## src/rtl/wb_stage_pkg.sv

```systemverilog
// Shared CPU package: datapath defaults, branch-type encodings and the
// writeback squash-state enum used by the decoder, EX/WB register and WB stage.
package wb_stage_pkg;

  localparam int DEF_DATA_W       = 32;
  localparam int DEF_RD_W         = 6;
  localparam int DEF_FLUSH_CYCLES = 3;

  localparam logic BTYPE_ZERO = 1'b0;
  localparam logic BTYPE_NEG  = 1'b1;

  typedef enum logic [0:0] {
    RUN   = 1'b0,
    FLUSH = 1'b1
  } wb_state_e;

endpackage

```

## src/rtl/wb_stage_if.sv

```systemverilog
// EX/WB pipeline-register bundle as seen by the writeback stage.
interface wb_stage_if #(
  parameter int DATA_W = 32,
  parameter int RD_W   = 6
) ();

  logic              in_valid;
  logic              in_ctrl_regwrt;
  logic              in_ctrl_branch;
  logic              in_ctrl_btype;
  logic              in_ctrl_jump;
  logic              in_ctrl_memtoreg;
  logic              in_ctrl_neg;
  logic              in_ctrl_zero;
  logic [DATA_W-1:0] in_memdata;
  logic [DATA_W-1:0] in_aluresult;
  logic [DATA_W-1:0] in_target;
  logic [RD_W-1:0]   in_rd;

  modport master (
    output in_valid, in_ctrl_regwrt, in_ctrl_branch, in_ctrl_btype, in_ctrl_jump,
    output in_ctrl_memtoreg, in_ctrl_neg, in_ctrl_zero,
    output in_memdata, in_aluresult, in_target, in_rd
  );

  modport slave (
    input in_valid, in_ctrl_regwrt, in_ctrl_branch, in_ctrl_btype, in_ctrl_jump,
    input in_ctrl_memtoreg, in_ctrl_neg, in_ctrl_zero,
    input in_memdata, in_aluresult, in_target, in_rd
  );

endinterface

```

## src/rtl/wb_stage_branch_resolve.sv

```systemverilog
// Combinational branch/jump outcome: the branch type picks which ALU flag
// decides a conditional branch; the other flag is ignored.
module branch_resolve
  import wb_stage_pkg::*;
(
  input  logic branch,
  input  logic btype,
  input  logic jump,
  input  logic neg,
  input  logic zero,
  output logic taken
);

  logic cond_s;

  // Select the flag tested by the conditional branch
  always_comb begin
    cond_s = 1'b0;
    if (btype == BTYPE_NEG) begin
      cond_s = neg;
    end else begin
      cond_s = zero;
    end
  end

  assign taken = jump | (branch & cond_s);

endmodule

```

## src/rtl/wb_stage.sv

```systemverilog
// Writeback stage: register-file write port, PC redirect on taken branches/jumps,
// wrong-path squash FSM and a retired-instruction counter.
module wb_stage
  import wb_stage_pkg::*;
#(
  parameter int DATA_W       = DEF_DATA_W,
  parameter int RD_W         = DEF_RD_W,
  parameter int FLUSH_CYCLES = DEF_FLUSH_CYCLES
) (
  input  logic              clk,
  input  logic              rst,
  wb_stage_if.slave         bus,
  output logic              rf_wr_en,
  output logic [RD_W-1:0]   rf_wr_addr,
  output logic [DATA_W-1:0] rf_wr_data,
  output logic              redirect,
  output logic [DATA_W-1:0] redirect_pc,
  output logic              squashing,
  output logic [31:0]       retired
);

  wb_state_e         state_r;
  wb_state_e         state_next_s;
  logic [3:0]        cnt_r;
  logic [3:0]        cnt_next_s;
  logic              taken_s;
  logic              accept_s;
  logic [DATA_W-1:0] wb_data_s;

  logic              rf_wr_en_r;
  logic [RD_W-1:0]   rf_wr_addr_r;
  logic [DATA_W-1:0] rf_wr_data_r;
  logic              redirect_r;
  logic [DATA_W-1:0] redirect_pc_r;
  logic              squashing_r;
  logic [31:0]       retired_r;

  branch_resolve u_branch_resolve (
    .branch (bus.in_ctrl_branch),
    .btype  (bus.in_ctrl_btype),
    .jump   (bus.in_ctrl_jump),
    .neg    (bus.in_ctrl_neg),
    .zero   (bus.in_ctrl_zero),
    .taken  (taken_s)
  );

  assign accept_s  = bus.in_valid & (state_r == RUN);
  assign wb_data_s = bus.in_ctrl_memtoreg ? bus.in_memdata : bus.in_aluresult;

  // Squash FSM next state; bubbles do not consume squash slots
  always_comb begin
    state_next_s = state_r;
    cnt_next_s   = cnt_r;
    case (state_r)
      RUN: begin
        if (accept_s && taken_s && (FLUSH_CYCLES > 0)) begin
          state_next_s = FLUSH;
          cnt_next_s   = 4'(FLUSH_CYCLES);
        end else begin
          state_next_s = RUN;
          cnt_next_s   = cnt_r;
        end
      end
      FLUSH: begin
        if (bus.in_valid) begin
          cnt_next_s = cnt_r - 4'd1;
          if (cnt_r == 4'd1) begin
            state_next_s = RUN;
          end else begin
            state_next_s = FLUSH;
          end
        end else begin
          state_next_s = FLUSH;
          cnt_next_s   = cnt_r;
        end
      end
      default: begin
        state_next_s = RUN;
        cnt_next_s   = 4'd0;
      end
    endcase
  end

  // State, output registers and retired counter; strobes pulse, payloads hold
  always_ff @(posedge clk) begin
    if (rst) begin
      state_r       <= RUN;
      cnt_r         <= 4'd0;
      rf_wr_en_r    <= 1'b0;
      rf_wr_addr_r  <= '0;
      rf_wr_data_r  <= '0;
      redirect_r    <= 1'b0;
      redirect_pc_r <= '0;
      squashing_r   <= 1'b0;
      retired_r     <= 32'd0;
    end else begin
      state_r     <= state_next_s;
      cnt_r       <= cnt_next_s;
      squashing_r <= (state_next_s == FLUSH);
      rf_wr_en_r  <= accept_s & bus.in_ctrl_regwrt;
      redirect_r  <= accept_s & taken_s;
      if (accept_s) begin
        rf_wr_addr_r <= bus.in_rd;
        rf_wr_data_r <= wb_data_s;
        retired_r    <= retired_r + 32'd1;
      end
      if (accept_s && taken_s) begin
        redirect_pc_r <= bus.in_target;
      end
    end
  end

  assign rf_wr_en    = rf_wr_en_r;
  assign rf_wr_addr  = rf_wr_addr_r;
  assign rf_wr_data  = rf_wr_data_r;
  assign redirect    = redirect_r;
  assign redirect_pc = redirect_pc_r;
  assign squashing   = squashing_r;
  assign retired     = retired_r;

endmodule

```

## src/flat_wrapper.sv

```systemverilog
// flat-port wrapper written by rule: the top's interface ports become plain ports
module wb_stage_flat import wb_stage_pkg::*;
#(
  parameter int DATA_W       = DEF_DATA_W,
  parameter int RD_W         = DEF_RD_W,
  parameter int FLUSH_CYCLES = DEF_FLUSH_CYCLES
)
  (clk, rst, rf_wr_en, rf_wr_addr, rf_wr_data, redirect, redirect_pc, squashing, retired, bus_in_valid, bus_in_ctrl_regwrt, bus_in_ctrl_branch, bus_in_ctrl_btype, bus_in_ctrl_jump, bus_in_ctrl_memtoreg, bus_in_ctrl_neg, bus_in_ctrl_zero, bus_in_memdata, bus_in_aluresult, bus_in_target, bus_in_rd);
  wb_stage_if #(.DATA_W(DATA_W), .RD_W(RD_W)) bus_i ();
  input  logic clk;
  input  logic rst;
  output logic rf_wr_en;
  output logic [RD_W-1:0] rf_wr_addr;
  output logic [DATA_W-1:0] rf_wr_data;
  output logic redirect;
  output logic [DATA_W-1:0] redirect_pc;
  output logic squashing;
  output logic [31:0] retired;
  input wire logic [$bits(bus_i.in_valid)-1:0] bus_in_valid;
  input wire logic [$bits(bus_i.in_ctrl_regwrt)-1:0] bus_in_ctrl_regwrt;
  input wire logic [$bits(bus_i.in_ctrl_branch)-1:0] bus_in_ctrl_branch;
  input wire logic [$bits(bus_i.in_ctrl_btype)-1:0] bus_in_ctrl_btype;
  input wire logic [$bits(bus_i.in_ctrl_jump)-1:0] bus_in_ctrl_jump;
  input wire logic [$bits(bus_i.in_ctrl_memtoreg)-1:0] bus_in_ctrl_memtoreg;
  input wire logic [$bits(bus_i.in_ctrl_neg)-1:0] bus_in_ctrl_neg;
  input wire logic [$bits(bus_i.in_ctrl_zero)-1:0] bus_in_ctrl_zero;
  input wire logic [$bits(bus_i.in_memdata)-1:0] bus_in_memdata;
  input wire logic [$bits(bus_i.in_aluresult)-1:0] bus_in_aluresult;
  input wire logic [$bits(bus_i.in_target)-1:0] bus_in_target;
  input wire logic [$bits(bus_i.in_rd)-1:0] bus_in_rd;
  assign bus_i.in_valid = bus_in_valid;
  assign bus_i.in_ctrl_regwrt = bus_in_ctrl_regwrt;
  assign bus_i.in_ctrl_branch = bus_in_ctrl_branch;
  assign bus_i.in_ctrl_btype = bus_in_ctrl_btype;
  assign bus_i.in_ctrl_jump = bus_in_ctrl_jump;
  assign bus_i.in_ctrl_memtoreg = bus_in_ctrl_memtoreg;
  assign bus_i.in_ctrl_neg = bus_in_ctrl_neg;
  assign bus_i.in_ctrl_zero = bus_in_ctrl_zero;
  assign bus_i.in_memdata = bus_in_memdata;
  assign bus_i.in_aluresult = bus_in_aluresult;
  assign bus_i.in_target = bus_in_target;
  assign bus_i.in_rd = bus_in_rd;
  wb_stage #(.DATA_W(DATA_W), .RD_W(RD_W), .FLUSH_CYCLES(FLUSH_CYCLES)) u_core (.clk(clk), .rst(rst), .bus(bus_i), .rf_wr_en(rf_wr_en), .rf_wr_addr(rf_wr_addr), .rf_wr_data(rf_wr_data), .redirect(redirect), .redirect_pc(redirect_pc), .squashing(squashing), .retired(retired));
endmodule
```

## config.mk

```make
export PLATFORM = sky130hd
export DESIGN_NAME = wb_stage_flat
export DESIGN_NICKNAME = d
export VERILOG_FILES = /design/src/rtl/wb_stage_pkg.sv /design/src/rtl/wb_stage_if.sv /design/src/rtl/wb_stage_branch_resolve.sv /design/src/rtl/wb_stage.sv /design/src/flat_wrapper.sv
export SDC_FILE = /design/constraint.sdc
export NUM_CORES = 1
export LEC_CHECK = 0
export BUFFER_PORTS_ARGS = -buffer_cell sky130_fd_sc_hd__buf_2
export CELL_PAD_IN_SITES_DETAIL_PLACEMENT = 0
export CELL_PAD_IN_SITES_GLOBAL_PLACEMENT = 2
export CORE_ASPECT_RATIO = 1.1
export CORE_MARGIN = 2
export CORE_UTILIZATION = 26
export CTS_CLUSTER_SIZE = 30
export DETAILED_ROUTE_END_ITERATION = 7
export PLACE_DENSITY = 0.83
export SYNTH_ARGS = -nofsm -noshare
export SYNTH_HDL_FRONTEND = slang
export SYNTH_SLANG_ARGS = --single-unit
```

## constraint.sdc

```tcl
create_clock -name clk -period 2.38 [get_ports clk]
set_input_delay 0.238 -clock clk [delete_from_list [all_inputs] [get_ports clk]]
set_output_delay 0.238 -clock clk [all_outputs]
set_load 0.01 [all_outputs]
```

# == Word level (Yosys, flattened, before mapping) ==
# Index checks and enable logic that the tools add are counted.
# op_classes
bitwise_logic,6
n_addsub,2
muxes,9
n_eq_ne,3
n_reduce_logical,2
# ops
cell,n
$add 32x1->32 const B,1
$mux 32,1
$mux 4,2
$pmux 4 s2,1
$and 1x1->1,4
$eq 4x1->1 const B,1
$mux 1,4
$ne 2x2->1 const B,2
$sub 4x1->4 const B,1
$pmux 1 s2,1
$reduce_and 2->1,1
$logic_and 1x1->1,1
$not 1->1,1
$or 1x1->1,1
# word_totals
wordCells,30
register_bits,109

# == Depth between registers and ports, before layout ==
# Gate-level depths: netlist of the first run.
# depth
ltp_word,6
ltp_mapped,6

# == Modules after synthesis ==
# From an unflattened synthesis of the first run, not the netlist that was laid out.
# unflattened
hier_cells,536
area_unflattened_um2,4569.4
# by_module_without_submodules
module,seq_area_each_um2,area_each_um2,cells_per_inst,instances
wb_stage,2182.1,4550.6,534,1
branch_resolve,0.0,18.8,2,1

# == Worst setup path before layout of the first run ==
# Ideal clock, no wire load.
# synth_timing
path_type,register to register
start,reg u_core.retired_r[0] (netlist: u_core.retired[0])
end,reg u_core.retired_r[16] (netlist: u_core.retired[16])
slack_ns,0.458
arrival_ns,1.851
setup_time_ns,0.070
n_path_buf,0
path_stages_with_launch,6
period_less_slack_ns,1.922
required_time_ns,2.310
path_cell_list,dfxtp_1 > ha_1 > nand4b_1 > or4_4 > or4_1 > a21oi_1
# synth_between
elab_chain_len,1
# synth_lines
item,line,rtl
"start, declared",wb_stage.sv:36,logic [31:0] retired_r;
"start signal, assigned",wb_stage.sv:105,retired_r <= retired_r + 32'd1;
$add 32x1->32,wb_stage.sv:105,
# Every way passes these cells.
# A chain may end at the register's enable or synchronous reset.

# == Final worst setup path of the first run ==
# layout_timing
start,reg u_core.retired_r[9] (netlist: u_core.retired[9])
end,reg u_core.retired_r[21] (netlist: u_core.retired[21])
# Same word-level chain as after synthesis.

==> results of run 1 <==
[report_power, final]
group	switching [W]	internal, W	total (W)
Sequential	0.0000512	0.00192	0.00197
Combinational	0.000331	0.000258	0.000589
Clock	0.000742	0.000728	0.00147
Total	0.00112	0.00291	0.00403
[area by class of cell]
cell class,count,area [sq um],share of cell area (%)
flip-flops and latches,109,2180,34.9
repair buffers,229,1210,19.3
clock buffers,9,225,3.60
well taps,238,298,4.76
multi-input cells,369,2260,36.1
inverters,7,26.3,0.420
clock inverters,7,57.6,0.920
[kinds of logic after synthesis]
family	synth area share (%)
flip-flops	47.2
multiplexers	7.66
adder cells (fa/ha/maj)	0.812
AND/OR/NAND/NOR	18.6
XOR/XNOR	2.27
buffers and inverters	4.17
AO/OA/AOI/OAI	19.3
[cell usage after synthesis, types with 6 or more instances]
cell                       count
sky130_fd_sc_hd__or4_1        12
sky130_fd_sc_hd__clkbuf_1     38
sky130_fd_sc_hd__nand2_1      29
sky130_fd_sc_hd__nand3_1      42
sky130_fd_sc_hd__a211oi_1     33
sky130_fd_sc_hd__o31ai_1      13
sky130_fd_sc_hd__nand4_1       6
sky130_fd_sc_hd__mux2i_1      32
sky130_fd_sc_hd__a21oi_1      64
sky130_fd_sc_hd__inv_1         7
sky130_fd_sc_hd__or3_1         7
sky130_fd_sc_hd__o21ai_0      38
sky130_fd_sc_hd__dfxtp_1     109
sky130_fd_sc_hd__nor2_1       46
sky130_fd_sc_hd__xor2_1        7
[flip-flops by register name, indices dropped and copies added (netlist names)]
register            count
u_core.retired         32
u_core.cnt_r            4
u_core.redirect_pc     32
u_core.rf_wr_en         1
u_core.squashing        1
u_core.rf_wr_addr       6
u_core.rf_wr_data      32
u_core.redirect         1
[metal layers]
metal | up-vias | part of all wire [%] | routed length [um]
met4 | 0 | 1.7 | 226
met5 | - | 0 | 0
met1 | 2107 | 43 | 5810
met3 | 15 | 5.7 | 770
li1 | 2314 | - | -
met2 | 145 | 50 | 6760
[metrics by stage]
| stage | cell area (sq um) | worst slack (ps) | std cells | util [%] |
|---|---|---|---|---|
| floorplan | 4620 | 458 | 529 | - |
| global placement | 5970 | 351 | 952 | 34.0 |
| detailed placement | 5970 | 304 | 952 | 34.0 |
| CTS | 6260 | 286 | 968 | 35.7 |
| global route | 6260 | 138 | 968 | 35.7 |
| finish | 6260 | 300 | 968 | 35.7 |
[placed cells by master (no fill, tap or decap), types with 5 or more instances in the layout]
master / instances
sky130_fd_sc_hd__buf_2: 215
sky130_fd_sc_hd__dfxtp_1: 109
sky130_fd_sc_hd__a21oi_1: 63
sky130_fd_sc_hd__nor2_1: 46
sky130_fd_sc_hd__nand3_1: 42
sky130_fd_sc_hd__o21ai_0: 38
sky130_fd_sc_hd__a211oi_1: 33
sky130_fd_sc_hd__mux2i_1: 32
sky130_fd_sc_hd__nand2_1: 29
sky130_fd_sc_hd__o31ai_1: 13
sky130_fd_sc_hd__or4_1: 12
sky130_fd_sc_hd__buf_4: 12
sky130_fd_sc_hd__clkbuf_16: 9
sky130_fd_sc_hd__inv_1: 7
sky130_fd_sc_hd__xor2_1: 7
sky130_fd_sc_hd__or3_1: 7
sky130_fd_sc_hd__nand4_1: 6
sky130_fd_sc_hd__xnor2_1: 5
sky130_fd_sc_hd__nor4_1: 5
[worst max-delay path: cells and delay by family (launching register included)]
kind | cells | cell delay, ps
AND/OR/NAND/NOR | 3 | 1190
buffers and inverters | 1 | 250
flip-flops | 1 | 420
AO/OA/AOI/OAI | 1 | 140
[worst max-delay path by stage]
| stage | start | endpoint | slack, ps | cells after the start |
|---|---|---|---|---|
| 2_1_floorplan | u_core.retired[0] | u_core.retired[16] | 460 | 5 |
| 3_3_place_gp | u_core.retired[9] | u_core.retired[19] | 350 | 5 |
| 3_5_place_dp | u_core.retired[9] | u_core.retired[19] | 300 | 5 |
| 4_1_cts | u_core.retired[9] | u_core.retired[19] | 290 | 5 |
| 5_1_grt | u_core.retired[9] | u_core.retired[21] | 140 | 5 |
| 6_report | u_core.retired[9] | u_core.retired[21] | 300 | 5 |
==> metrics.cfg, run 1 <==
[global_routing]
grtUsageTotal_pct=14.1
grt_pass1_vias=4347
antenna_found_initial=0
grt_util_met3_pct=3.32
grt_util_met1_pct=17.2
grt_start_max_net_pins=58
grt_most_used_layer=met2
grt_first_pass_wirelength_um=21700
met2_track_utilization_from_global_routing_pct=24.2
overflow=0

[routing]
drt-pass1-iter-count=4
ant_nets=0
dr_total_vias=4581
detail_route.wirelength_um=13600
detail_route.iter0.violations=204
wl_per_cell_um=14.0
drc_errors=0
viasPerCell=4.73

[setup_path]
critPathArrivalTime_ps=2370
worst-r2r-setup-slack_ps=300
crit_path_max_incr_delay_ps=580
reg2regPathDepth=5
path_max_fanout=13
path_cells=nand4_2, or3_1, buf_4, or4_1, a21oi_1
worst_r2r_endpoint=u_core.retired[21]
end_kind=flip-flop
start_kind=flip-flop
timing.setup.critical_path_class=reg2reg
cp.required_ps=2670
worst_r2r_startpoint=u_core.retired[9]
worst_path_max_delay_cell=sky130_fd_sc_hd__or3_1

[clocking]
cts_tree=built
cts_buffer_depth=2
post_cts.resized_instances=0
cts_root_buffer=sky130_fd_sc_hd__clkbuf_16
worst_setup_hold_path_clk_slew_ps=80
clock-sinks=109
cts-htree-levels=3
cts-buffers-inserted=9
postCtsSetupRepairBufs=0
insertion_delay_ps=360
holdBufCountCts=0

[die]
die_area_sq_um=18900
std_cell_rows=51
pin_count=217
die_height_um=144
core_area_sq_um=17500
initial_core_util_pct=26.4
die_width_um=131

[finish]
drive_above_1_share_pct=35.3
num-nets-final=840
layout.filler_cells=1852
diodes=0
area_growth_syn_to_layout_pct=35.3

[timing]
worst-slew-pin-transition_ps=650
timing_max_transition_violations_final=0
layout_worst_path_cycle_share_pct=87.4
layout_min_cycle_time_ps=2080
finalHoldViolCount=0
slew_headroom_pct=56.7
fin_setup_tns_ps=0
report.final.setup_viol=0
timing.fmax_ghz=0.481
setup_repair_after_global_routing_missed_its_margin=no
finalClockSkew_ps=9.53
hold-worst-slack_ps=126

[synth]
synth_async_sr_flop_share_pct=0
mappedNetlistNets=644
synth_area_leaders=sky130_fd_sc_hd__dfxtp_1 47%, sky130_fd_sc_hd__a21oi_1 6.9%, sky130_fd_sc_hd__mux2i_1 6.9%
synthesis.area_per_instance_sq_um=8.74
postSynthCellCount=529
synth_largest_type_area_fraction_pct=47.2
ys_seq_area_share_pct=47.2
synthesis.yosys.warnings=0
synth.ff_latch_count=109
post-synth-top-area-cell=sky130_fd_sc_hd__dfxtp_1
syn_area_sq_um=4620
synth_top_flop_cell=sky130_fd_sc_hd__dfxtp_1
number_of_distinct_standard_cells_referenced_by_the_synthesized_netlist=38
number_of_flops_mapped_to_enable_cells_by_yosys=0

[placed_design]
gp_congestion=0.783
place_hpwl_um=9820
port_buffers=216

[power]
post-layout-total-power_w=0.00403
power.ir.vdd_worst_mv=0.307
pwr_density_cell_nw_per_um2=645
power.static_leakage_nw=2.75

[run_status]
status=completed

[worst_hold_path]
min_to=u_core.rf_wr_addr[4]
worstHoldStart=bus_in_rd[4]
whs_path_depth=3
hold_path.class=in2reg

[run]
cap_viol_max_count=0

Power figures use the tool's default switching activity.
==> inputs of run 2 (changes only) <==
- PLACE_DENSITY: 0.83 -> 0.79
==> metrics.cfg, run 2 (synthesized netlist as in run 1, its figures left out) <==
[global_routing]
antenna_found_initial=0
grt_start_max_net_pins=64
grt_first_pass_wirelength_um=21900
grt_pass1_vias=4510
overflow=0
grtUsageTotal_pct=14.2

[setup_path]
path_max_fanout=22
critPathArrivalTime_ps=2370
timing.setup.critical_path_class=reg2reg
reg2regPathDepth=4
start_kind=flip-flop
worst-r2r-setup-slack_ps=290
end_kind=flip-flop
worst_r2r_endpoint=u_core.retired[23]
critPathCapture=u_core.retired[23]
startpoint=u_core.retired[9]
cp.required_ps=2650
worst_r2r_startpoint=u_core.retired[9]

[timing]
timing_max_transition_violations_final=0
slew_headroom_pct=54.5
timing.fmax_ghz=0.477
worst-slew-pin-transition_ps=683
setup_repair_after_global_routing_missed_its_margin=no
finalClockSkew_ps=7.17
layout_min_cycle_time_ps=2090
finalHoldViolCount=0
report.final.setup_viol=0
layout_worst_path_cycle_share_pct=88.0
fin_setup_tns_ps=0

[clocking]
cts_tree=built
cts_buffer_depth=2
clock-sinks=109
post_cts.resized_instances=0
postCtsSetupRepairBufs=0
holdBufCountCts=0
cts_root_buffer=sky130_fd_sc_hd__clkbuf_16
cts-buffers-inserted=9
worst_setup_hold_path_clk_slew_ps=80
cts-htree-levels=3
insertion_delay_ps=340

[power]
p_comb_share_pct=14.5
netSwitchingFraction_pct=26.3
switching_power_summed_over_all_nets_w=0.00107
pwr_density_cell_nw_per_um2=650
power.ir.vdd_worst_mv=0.330
power.clock.fraction_pct=36.9
intPower_w=0.00299
power.share.sequential_pct=48.6
power.static_leakage_nw=2.74

[die]
die_area_sq_um=18900
die_height_um=144
initial_core_util_pct=26.4
die_width_um=131
std_cell_rows=51
pin_count=217
core_area_sq_um=17500

[finish]
finish.utilization_pct=35.6
mostFrequentLayoutCells=215 x sky130_fd_sc_hd__buf_2, 109 x sky130_fd_sc_hd__dfxtp_1, 63 x sky130_fd_sc_hd__a21oi_1
area_growth_syn_to_layout_pct=35.0
num-nets-final=836
layout_commonest_cell=sky130_fd_sc_hd__buf_2
diodes=0
post_layout_nonfiller_instances=963
drive_above_1_share_pct=34.9

[run_status]
status=completed

[placed_design]
port_buffers=216
numPlacedInstances=948
gp_congestion=0.748
place_hpwl_um=9640

[routing]
viasPerCell=4.78
drc_errors=0
drt-pass1-iter-count=6
dr_total_vias=4603
ant_nets=0
wl_per_cell_um=14.1
detail_route.wirelength_um=13600
detail_route.iter0.violations=207

[run]
cap_viol_max_count=0

[worst_hold_path]
hold_path.class=in2reg

## run 2: changes by cell type in the layout (fill, tap and decap cells not counted), sizes merged
cell	change
clkinvlp	-2
bufinv	+1
buf	-4
inv	-3
clkinv	+3
## run 2: critical path: stages, from the launching register on
cell	delay [ps]
sky130_fd_sc_hd__dfxtp_1	440
sky130_fd_sc_hd__nand4_2	160
sky130_fd_sc_hd__or3_1	670
sky130_fd_sc_hd__or4_1	590
sky130_fd_sc_hd__a21oi_1	160
## run 2: per-layer routing
layer	GRT usage, %	share of wire [%]
met1	16.7	43
met2	24.2	49
met3	4.41	6.2
met4	5.49	2.2
met5	0	0
## run 2: area by class of cell
cell class                 count  area (sq um)
fill                        1865         11300
multi-input combinational    369          2260
sequential                   109          2180
timing repair buffer         225          1190
tap                          238           298
clock buffer                   9           225
clock inverter                 6          62.6
inverter                       7          26.3
## run 2: power by group through the flow
stage / clock [W] / combinational, W / sequential (W)
finish: 0.00150 / 0.000589 / 0.00197
global route: 0.00163 / 0.000658 / 0.00199
global placement: 0 / 0.000591 / 0.00201
CTS: 0.00157 / 0.000600 / 0.00197
detailed placement: 0 / 0.000599 / 0.00202
floorplan: 0 / 0.000274 / 0.00206
## run 2: worst min path at each step
stage / start / to / slack (ps) / depth (start not counted)
final: bus_in_rd[1] / u_core.rf_wr_addr[1] / 120 / 3
after global routing: bus_in_rd[1] / u_core.rf_wr_addr[1] / 110 / 3
after CTS: bus_in_rd[1] / u_core.rf_wr_addr[1] / 110 / 3
after detailed placement: u_core.rf_wr_addr[3] / u_core.rf_wr_addr[3] / 450 / 2
after global placement: u_core.rf_wr_addr[3] / u_core.rf_wr_addr[3] / 440 / 2
after floorplan: bus_in_rd[0] / u_core.rf_wr_addr[0] / 370 / 2
## run 2: through the flow
stage / total power [W] / setup slack [ps] / cell area (sq um) / hold slack, ps
after global placement: 0.00260 / 322 / 5960 / 440
after global routing: 0.00428 / 149 / 6240 / 106
after floorplan: 0.00234 / 458 / 4620 / 374
after CTS: 0.00415 / 282 / 6240 / 107
final: 0.00406 / 285 / 6240 / 121
after detailed placement: 0.00262 / 301 / 5960 / 446
==> inputs of run 3 (changes only) <==
- ABC_AREA: default -> 1
- CORE_UTILIZATION: 26 -> 24
- HOLD_SLACK_MARGIN: default -> 0.06
- PLACE_DENSITY: 0.79 -> 0.77
==> metrics.cfg, run 3 <==
[synth]
synthesis.yosys.warnings=0
post-synth-top-area-cell=sky130_fd_sc_hd__dfxtp_1
mappedNetlistNets=773
syn_area_sq_um=4720
synth_area_leaders=sky130_fd_sc_hd__dfxtp_1 46%, sky130_fd_sc_hd__nor2_1 9.9%, sky130_fd_sc_hd__o21ai_0 8.8%
synth.ff_latch_count=109
ys_seq_area_share_pct=46.2
number_of_distinct_standard_cells_referenced_by_the_synthesized_netlist=29
number_of_flops_mapped_to_enable_cells_by_yosys=0
postSynthCellCount=658
synth_async_sr_flop_share_pct=0
synthTopCellsByCount=125 x sky130_fd_sc_hd__nor2_1, 109 x sky130_fd_sc_hd__dfxtp_1, 101 x sky130_fd_sc_hd__nand2_1
yosysMostFrequentCell=sky130_fd_sc_hd__nor2_1
synthesis.area_per_instance_sq_um=7.18
synth_top_flop_cell=sky130_fd_sc_hd__dfxtp_1
synth_largest_type_area_fraction_pct=46.2

[placed_design]
gp_congestion=0.746
area_after_dpl_sq_um=6040
worst_setup_slack_after_placement_ps=812
port_buffers=216
place_hpwl_um=11200

[die]
std_cell_rows=53
die_height_um=151
die_width_um=138
initial_core_util_pct=24.6
die_area_sq_um=20800
core_area_sq_um=19200
pin_count=217

[run_status]
status=completed

[clocking]
cts_buffer_depth=2
holdBufCountCts=0
cts-buffers-inserted=9
postCtsSetupRepairBufs=0
worst_setup_hold_path_clk_slew_ps=80
clock-sinks=109
cts-htree-levels=3
cts_root_buffer=sky130_fd_sc_hd__clkbuf_16
cts_tree=built
insertion_delay_ps=360
post_cts.resized_instances=0

[timing]
layout_min_cycle_time_ps=1550
report.final.setup_viol=0
fin_setup_tns_ps=0
slew_headroom_pct=58.6
timing_max_transition_violations_final=0
finalClockSkew_ps=11.3
setup_repair_after_global_routing_missed_its_margin=no
timing.fmax_ghz=0.644
hold-worst-slack_ps=121
fin_ws_ps=826
layout_worst_path_cycle_share_pct=65.3
finalHoldViolCount=0
worst-slew-pin-transition_ps=621

[worst_hold_path]
hold_path.class=in2reg
worstHoldStart=bus_in_memdata[17]

[run]
cap_viol_max_count=0

[routing]
dr_total_vias=4880
detail_route.wirelength_um=15500
drt-pass1-iter-count=4
detail_route.iter0.violations=188
viasPerCell=4.38
drc_errors=0
wl_per_cell_um=13.9
ant_nets=0

[setup_path]
timing.setup.critical_path_class=reg2reg
startpoint=u_core.squashing
worst_r2r_startpoint=u_core.squashing
critPathArrivalTime_ps=1840
path_max_fanout=34
end_kind=flip-flop
start_kind=flip-flop
cp.required_ps=2660

[power]
power.ir.vdd_worst_mv=0.320
power.static_leakage_nw=2.97
pwr_density_cell_nw_per_um2=649

[global_routing]
antenna_found_initial=1
overflow=0
grt_pass1_vias=4768
grt_start_max_net_pins=42
grt_first_pass_wirelength_um=24400
grtUsageTotal_pct=14.9

[finish]
finish.utilization_pct=32.9
layout_commonest_cell=sky130_fd_sc_hd__buf_2
diodes=0
fin_area_sq_um=6330
drive_above_1_share_pct=31.4
layout.filler_cells=2163
mostFrequentLayoutCells=216 x sky130_fd_sc_hd__buf_2, 125 x sky130_fd_sc_hd__nor2_1, 109 x sky130_fd_sc_hd__dfxtp_1
area_growth_syn_to_layout_pct=34.0
num-nets-final=977

==> run 3: changes by cell type in the layout (fill, tap and decap cells not counted), moves of 18 or more <==
cell,change
sky130_fd_sc_hd__o21ai_0,+45
sky130_fd_sc_hd__nand2_1,+72
sky130_fd_sc_hd__a21oi_1,+18
sky130_fd_sc_hd__mux2i_1,-32
sky130_fd_sc_hd__nand3_1,-21
sky130_fd_sc_hd__nor2_1,+79
sky130_fd_sc_hd__inv_1,+39
sky130_fd_sc_hd__a211oi_1,-31
==> run 3: cell type report <==
class	count	area (sq um)	share of cell area, %
multi-input combinational	466	2200	34.7
clock inverter	7	56.3	0.890
clock buffer	9	225	3.56
tap	247	309	4.89
inverter	50	188	2.97
timing repair buffer	226	1170	18.5
sequential	109	2180	34.5
==> run 3: where the power goes <==
group | internal [W] | leakage [nW] | switching, W | total [W]
clock network | 0.000728 | 0.137 | 0.000766 | 0.00149
registers | 0.00194 | 0.895 | 0.0000586 | 0.00200
logic | 0.000249 | 1.93 | 0.000362 | 0.000611
==> run 3: routing by layer <==
metal | track usage [%] | vias up | part of all wire [%]
li1 | - | 2550 | -
met1 | 17.9 | 2182 | 43
met2 | 25.4 | 133 | 49
met3 | 4.28 | 15 | 7.0
met4 | 5.05 | 0 | 1.7
met5 | 0 | - | 0
==> run 3: worst max-delay path, stage by stage (launching register included) <==
cell and delay, ps:
sky130_fd_sc_hd__dfxtp_1 330, sky130_fd_sc_hd__inv_1 90, sky130_fd_sc_hd__nand2_4 120, sky130_fd_sc_hd__inv_2 150, sky130_fd_sc_hd__nand2_2 80, sky130_fd_sc_hd__inv_2 460
sky130_fd_sc_hd__nand2_1 140, sky130_fd_sc_hd__o21ai_0 100
==> run 3: stage by stage <==
step	cells	total power [W]
after CTS	1114	0.00418
after floorplan	658	0.00237
after global placement	1098	0.00267
after global routing	1114	0.00434
after detailed placement	1098	0.00266
final	1114	0.00410
==> run 3: cells by family (layout without fill, tap and decap cells) <==
group / count (synthesis) / after routing / share of synthesized area, %
buffers and inverters: 83 / 292 / 7.26
DFF: 109 / 109 / 46.2
xor gates and xnor gates: 3 / 3 / 0.557
adders and majority gates: 3 / 3 / 0.795
AOI/OAI and AO/OA: 172 / 172 / 18.4
and+or+nand+nor: 288 / 288 / 26.7
==> run 3: worst paths after layout <==
| check | endpoint | slack, ps | cells after the start |
|---|---|---|---|
| hold / removal | u_core.rf_wr_data[17] | 120 | 3 |
| setup reg to reg | u_core.cnt_r[0] | 830 | 7 |
| hold reg to reg | u_core.cnt_r[3] | 470 | 2 |
| setup / recovery | u_core.cnt_r[0] | 830 | 7 |
